$ cat src/rtl/mem_burst_splitter.sv
// Splits a FIXED/INCR/WRAP burst command into one request per beat on a valid/ready stream.
// Define MEM_BURST_SPLITTER_WRAP_EN to enable WRAP addressing; otherwise WRAP bursts run as INCR.
module mem_burst_splitter #(
    parameter int AddrWidth = 32,
    parameter int DataWidth = 32
) (
    input  logic                   clk_i,
    input  logic                   rst_i,
    input  logic [AddrWidth-1:0]   cmd_addr_i,
    input  logic [7:0]             cmd_len_i,
    input  logic [2:0]             cmd_size_i,
    input  logic [1:0]             cmd_burst_i,
    input  logic                   cmd_we_i,
    input  logic                   cmd_valid_i,
    output logic                   cmd_ready_o,
    input  logic [DataWidth-1:0]   wdata_i,
    input  logic [DataWidth/8-1:0] wstrb_i,
    input  logic                   wvalid_i,
    output logic                   wready_o,
    output logic [AddrWidth-1:0]   req_addr_o,
    output logic                   req_we_o,
    output logic [DataWidth-1:0]   req_wdata_o,
    output logic [DataWidth/8-1:0] req_strb_o,
    output logic                   req_last_o,
    output logic                   req_valid_o,
    input  logic                   req_ready_i,
    output logic                   busy_o
);

    localparam int StrbWidth = DataWidth / 8;
    localparam int MaxSize   = $clog2(StrbWidth);

    typedef enum logic {
        IDLE,
        BURST
    } state_e;

    state_e               state_q, state_d;
    logic [AddrWidth-1:0] addr_q, addr_d;
    logic [7:0]           len_q, len_d;
    logic [2:0]           size_q, size_d;
    logic [1:0]           burst_q, burst_d;
    logic                 we_q, we_d;
    logic [7:0]           beat_q, beat_d;

    logic                 in_burst;
    logic                 req_valid;
    logic                 req_last;
    logic                 req_hs;
    logic                 cmd_ready;
    logic                 cmd_hs;
    logic [2:0]           eff_size;
    logic [AddrWidth-1:0] inc;
    logic [AddrWidth-1:0] incr_addr;
    logic [AddrWidth-1:0] next_addr;

    assign in_burst  = (state_q == BURST);
    assign req_valid = in_burst & (we_q ? wvalid_i : 1'b1);
    assign req_last  = in_burst & (beat_q == len_q);
    assign req_hs    = req_valid & req_ready_i;
    assign cmd_ready = ~in_burst | (req_hs & req_last);
    assign cmd_hs    = cmd_valid_i & cmd_ready;

    assign cmd_ready_o = cmd_ready;
    assign req_valid_o = req_valid;
    assign req_last_o  = req_last;
    assign req_addr_o  = addr_q;
    assign req_we_o    = in_burst & we_q;
    assign wready_o    = in_burst & we_q & req_ready_i;
    assign req_wdata_o = (in_burst & we_q) ? wdata_i : '0;
    assign req_strb_o  = (in_burst & we_q) ? wstrb_i : '0;
    assign busy_o      = in_burst;

    // Beats wider than the data bus are clamped to the bus width.
    assign eff_size  = (cmd_size_i > 3'(MaxSize)) ? 3'(MaxSize) : cmd_size_i;
    assign inc       = AddrWidth'(1) << size_q;
    assign incr_addr = addr_q + inc;

`ifdef MEM_BURST_SPLITTER_WRAP_EN
    logic                 wrap_ok;
    logic [AddrWidth-1:0] wrap_mask;
    logic [AddrWidth-1:0] wrap_addr;

    assign wrap_ok   = (burst_q == 2'b10) &&
                       ((len_q == 8'd1) || (len_q == 8'd3) || (len_q == 8'd7) || (len_q == 8'd15));
    assign wrap_mask = ((AddrWidth'(len_q) + AddrWidth'(1)) << size_q) - AddrWidth'(1);
    assign wrap_addr = (addr_q & ~wrap_mask) | (incr_addr & wrap_mask);

    always_comb begin
        next_addr = incr_addr;
        if (burst_q == 2'b00) begin
            next_addr = addr_q;
        end else if (wrap_ok) begin
            next_addr = wrap_addr;
        end
    end
`else
    always_comb begin
        next_addr = incr_addr;
        if (burst_q == 2'b00) begin
            next_addr = addr_q;
        end
    end
`endif

    // A command accepted alongside the last beat takes priority over returning to IDLE.
    always_comb begin
        state_d = state_q;
        addr_d  = addr_q;
        len_d   = len_q;
        size_d  = size_q;
        burst_d = burst_q;
        we_d    = we_q;
        beat_d  = beat_q;
        if (cmd_hs) begin
            state_d = BURST;
            addr_d  = cmd_addr_i;
            len_d   = cmd_len_i;
            size_d  = eff_size;
            burst_d = cmd_burst_i;
            we_d    = cmd_we_i;
            beat_d  = 8'd0;
        end else if (req_hs) begin
            if (req_last) begin
                state_d = IDLE;
            end else begin
                beat_d = beat_q + 8'd1;
                addr_d = next_addr;
            end
        end
    end

    always_ff @(posedge clk_i) begin
        if (rst_i) begin
            state_q <= IDLE;
            addr_q  <= '0;
            len_q   <= '0;
            size_q  <= '0;
            burst_q <= '0;
            we_q    <= 1'b0;
            beat_q  <= '0;
        end else begin
            state_q <= state_d;
            addr_q  <= addr_d;
            len_q   <= len_d;
            size_q  <= size_d;
            burst_q <= burst_d;
            we_q    <= we_d;
            beat_q  <= beat_d;
        end
    end

endmodule
$ cat config.mk
export PLATFORM = sky130hd
export DESIGN_NAME = mem_burst_splitter
export DESIGN_NICKNAME = d
export VERILOG_FILES = /design/src/rtl/mem_burst_splitter.sv
export SDC_FILE = /design/constraint.sdc
export NUM_CORES = 1
export LEC_CHECK = 0
export ABC_AREA = 1
export BUFFER_PORTS_ARGS = -buffer_cell sky130_fd_sc_hd__buf_2
export CAP_MARGIN = 10
export CORE_MARGIN = 3
export CORE_UTILIZATION = 25
export CTS_BUF_LIST = sky130_fd_sc_hd__clkbuf_16
export DETAILED_ROUTE_END_ITERATION = 8
export PLACE_DENSITY = 0.56
export REMOVE_ABC_BUFFERS = 1
export SLEW_MARGIN = 20
export SYNTH_ARGS = -nofsm -noshare
export SYNTH_HDL_FRONTEND = slang
export SYNTH_SLANG_ARGS = --single-unit
$ cat constraint.sdc
create_clock -name clk_i -period 3.18 [get_ports clk_i]
set_input_delay 0.159 -clock clk_i [delete_from_list [all_inputs] [get_ports clk_i]]
set_output_delay 0.159 -clock clk_i [all_outputs]
set_load 0.03 [all_outputs]
==> out/qor.yml <==
power:
  max-vdd-ir-drop_mv: 0.2118
  p_int_uw: 1210
  p_per_area_nw_per_um2: 349.9
  p_sw_share_pct: 36.03
  power_leakage_uw: 0.002864
  p_clk_share_pct: 29.6
  p_sw_uw: 681.6
  power.share.combinational_pct: 27.9
  share_seq_of_total_power_pct: 42.6
placement:
  port_buffers: 160
  detailed_place_hpwl_mm: 11.72
  gp_congestion: 0.9130
  place_area_um2: 5263
global_routing:
  grt_overflow: 0
  grt.met1_usage_pct: 20.79
  busiest_layer: "met2"
  grt_util_all_layers_pct: 15.52
  antenna_found_initial: 0
  first_global_vias: 4477
  grt_use_met2_pct: 25.79
  grt_start_max_net_pins: 39
  grt_pass1_wl_mm: 23.04
  grtUsageMet3_pct: 3.199
critical_path:
  arrival_ns: 2.50
  start_kind: "flop"
  path_cells: "inv_1 -> nor3_1 -> ha_1 -> or2_2 -> nand3_1 -> nand2_1 -> nand2_1 -> nand2_1 -> xor2_1 -> nand2_1 -> nand2_1 -> nor2_1 -> nor2_1"
  crit_family: "simple AND/OR/NAND/NOR gates"
  cp_common_cell: "nand2_1"
  crit_path_end_kind: "flop"
  critPathBufInv: 1
  worstSetupPathType: "flop to flop"
  cp_slowest_cell: "dfxtp_1"
  critical_path_required_ns: 3.37
  crit_fanout: 6
  max_stage_delay_ns: 0.43
floorplanning:
  start_util_pct: 25.68
  dieHeight_um: 136.8
  rows: 47
  dieArea_um2: 18700
  io_pins: 161
  die_width_um: 136.8
  core-area_um2: 16640
cells_and_area:
  num-fill-cells: 1905
  area_delta_synth_final_pct: 26.49
  layout_commonest_cell: "nand2_1"
  layout_common_cells: "216 x nand2_1, 160 x buf_2, 113 x nor2_1"
  drive_above_1_share_pct: 20.78
  nNetsFinal: 991
  final_area_um2: 5406
  diodes: 0
clock_network:
  cts_hold_buffers: 0
  insertion_delay_ns: 0.30
  numClockSinks: 55
  htree_levels: 2
  path_clk_slew_ns: 0.07
  clockRootBuffer: "clkbuf_16"
  clock_path_buffers: 2
  cts_tree: "done"
  cts_resized: 0
  cts_inserted_buffers: 5
  cts_setup_buffers: 0
min_path:
  hold_class: "input pin to flop"
yosys:
  netlist-cell-type-count: 35
  synth-edff-count: 0
  netlist_instances: 745
  synthFlopType: "dfxtp_1"
  synth_warnings: 0
  syn_area_per_cell_um2: 5.737
  async_flop_share_pct: 0
  synth_seq_cells: 55
  yosysSeqAreaShare_pct: 25.76
  syn_area_um2: 4274
sta:
  period_share_pct: 72.73
  finalSetupViolations: 0
  hold-worst-slack_ns: 0.1220
  maxSlewViolCount: 0
  finalClockSkew_ns: 0.008041
  hold_viol: 0
  period_minus_slack_ns: 2.313
  worst_pin_slew_ns: 0.7664
  maxSlewHeadroom_pct: 48.85
  rsz0062_at_grt: "no"
  fmax_ghz: 0.4324
job:
  cap_violations: 0
drt:
  wl_per_cell_um: 13.35
  dr.pass1.iters: 5
  ant_nets: 0
  routed_wl_mm: 14.89
  drtIter0Drc: 227
  via_per_inst: 4.397
  drc: 0
  via_count: 4903
status:
  outcome: "completed"
[cells by family after synthesis]
group,share of synthesized area (%)
AND/OR/NAND/NOR,43.65
buffers and inverters,13.32
AO/OA/AOI/OAI,10.68
flip-flops,25.76
XOR/XNOR,3.484
adder cells (fa/ha/maj),3.103
[stage by stage]
stage               setup WS (ns)  power [µW]  setup TNS, ns  instances  utilization (%)
finish                     0.8671        1892              0       1115            32.49
global route               0.5582        2007              0       1115            32.49
CTS                        0.8679        1910              0       1115            32.47
detailed placement         0.8994        1349              0       1107            31.62
global placement           0.8806        1349              0       1107            31.62
floorplan                 -0.1472        1136         -3.146        720                -
[cells in the mapped netlist (all sizes together) (3+ instances only)]
library cell / n / area [µm²]
o21ai: 33 / 165.2
ha: 9 / 112.6
a211oi: 3 / 22.52
nand2: 219 / 827.0
a21oi: 42 / 210.2
nand3b: 20 / 153.9
inv: 113 / 424.2
nor2: 113 / 424.2
a31oi: 4 / 25.02
nand3: 57 / 290.3
buf: 16 / 106.3
xor2: 9 / 78.83
xnor2: 8 / 70.07
nand4: 3 / 18.77
nor3: 20 / 105.1
clkbuf: 9 / 33.78
dfxtp: 55 / 1101
[layout make-up]
class	count	area (µm²)	share of cell area (%)
sequential	55	1101	20.37
multi-input combinational	551	2606	48.21
inverter	114	429.2	7.938
timing repair buffer	167	853.3	15.78
tap	220	275.3	5.091
clock buffer	5	125.1	2.314
clock inverter	3	16.27	0.3009
[path summary, 6_finish.rpt]
| path | from | to | slack, ns | depth (start not counted) |
|---|---|---|---|---|
| hold reg to reg | len_q[3] | len_q[3] | 0.48 | 2 |
| setup / recovery | size_q[1] | req_addr_o[9] | 0.87 | 13 |
| setup reg to reg | size_q[1] | req_addr_o[9] | 0.87 | 13 |
| hold / removal | cmd_we_i | we_q | 0.12 | 3 |
[worst register-to-register path: stages, from the launching register on]
cell     delay [ns]
dfxtp_1        0.43
inv_1          0.12
nor3_1         0.16
ha_1           0.30
or2_2          0.31
nand3_1        0.09
nand2_1        0.14
nand2_1        0.10
nand2_1        0.14
xor2_1         0.18
nand2_1        0.06
nand2_1        0.05
nor2_1         0.08
nor2_1         0.04
[metal layers]
layer  wire length (µm)  share of wire (%)
met5                  0                  0
met4                165                1.1
met3                875                5.9
met2               6905                 46
met1               6940                 47
[registers in the layout, summed over array words and instances (netlist names)]
name and cells:
beat_q 8, burst_q 2, busy_o 1, len_q 8, req_addr_o 32, size_q 3
we_q 1
[power groups by stage]
stage | Clock (µW) | Sequential, µW | Combinational (µW)
floorplan | 0 | 864 | 272
global placement | 0 | 821 | 528
detailed placement | 0 | 818 | 531
CTS | 574 | 803 | 533
global route | 604 | 812 | 591
finish | 559 | 805 | 527
No activity file was read; power rests on OpenSTA's default activity.
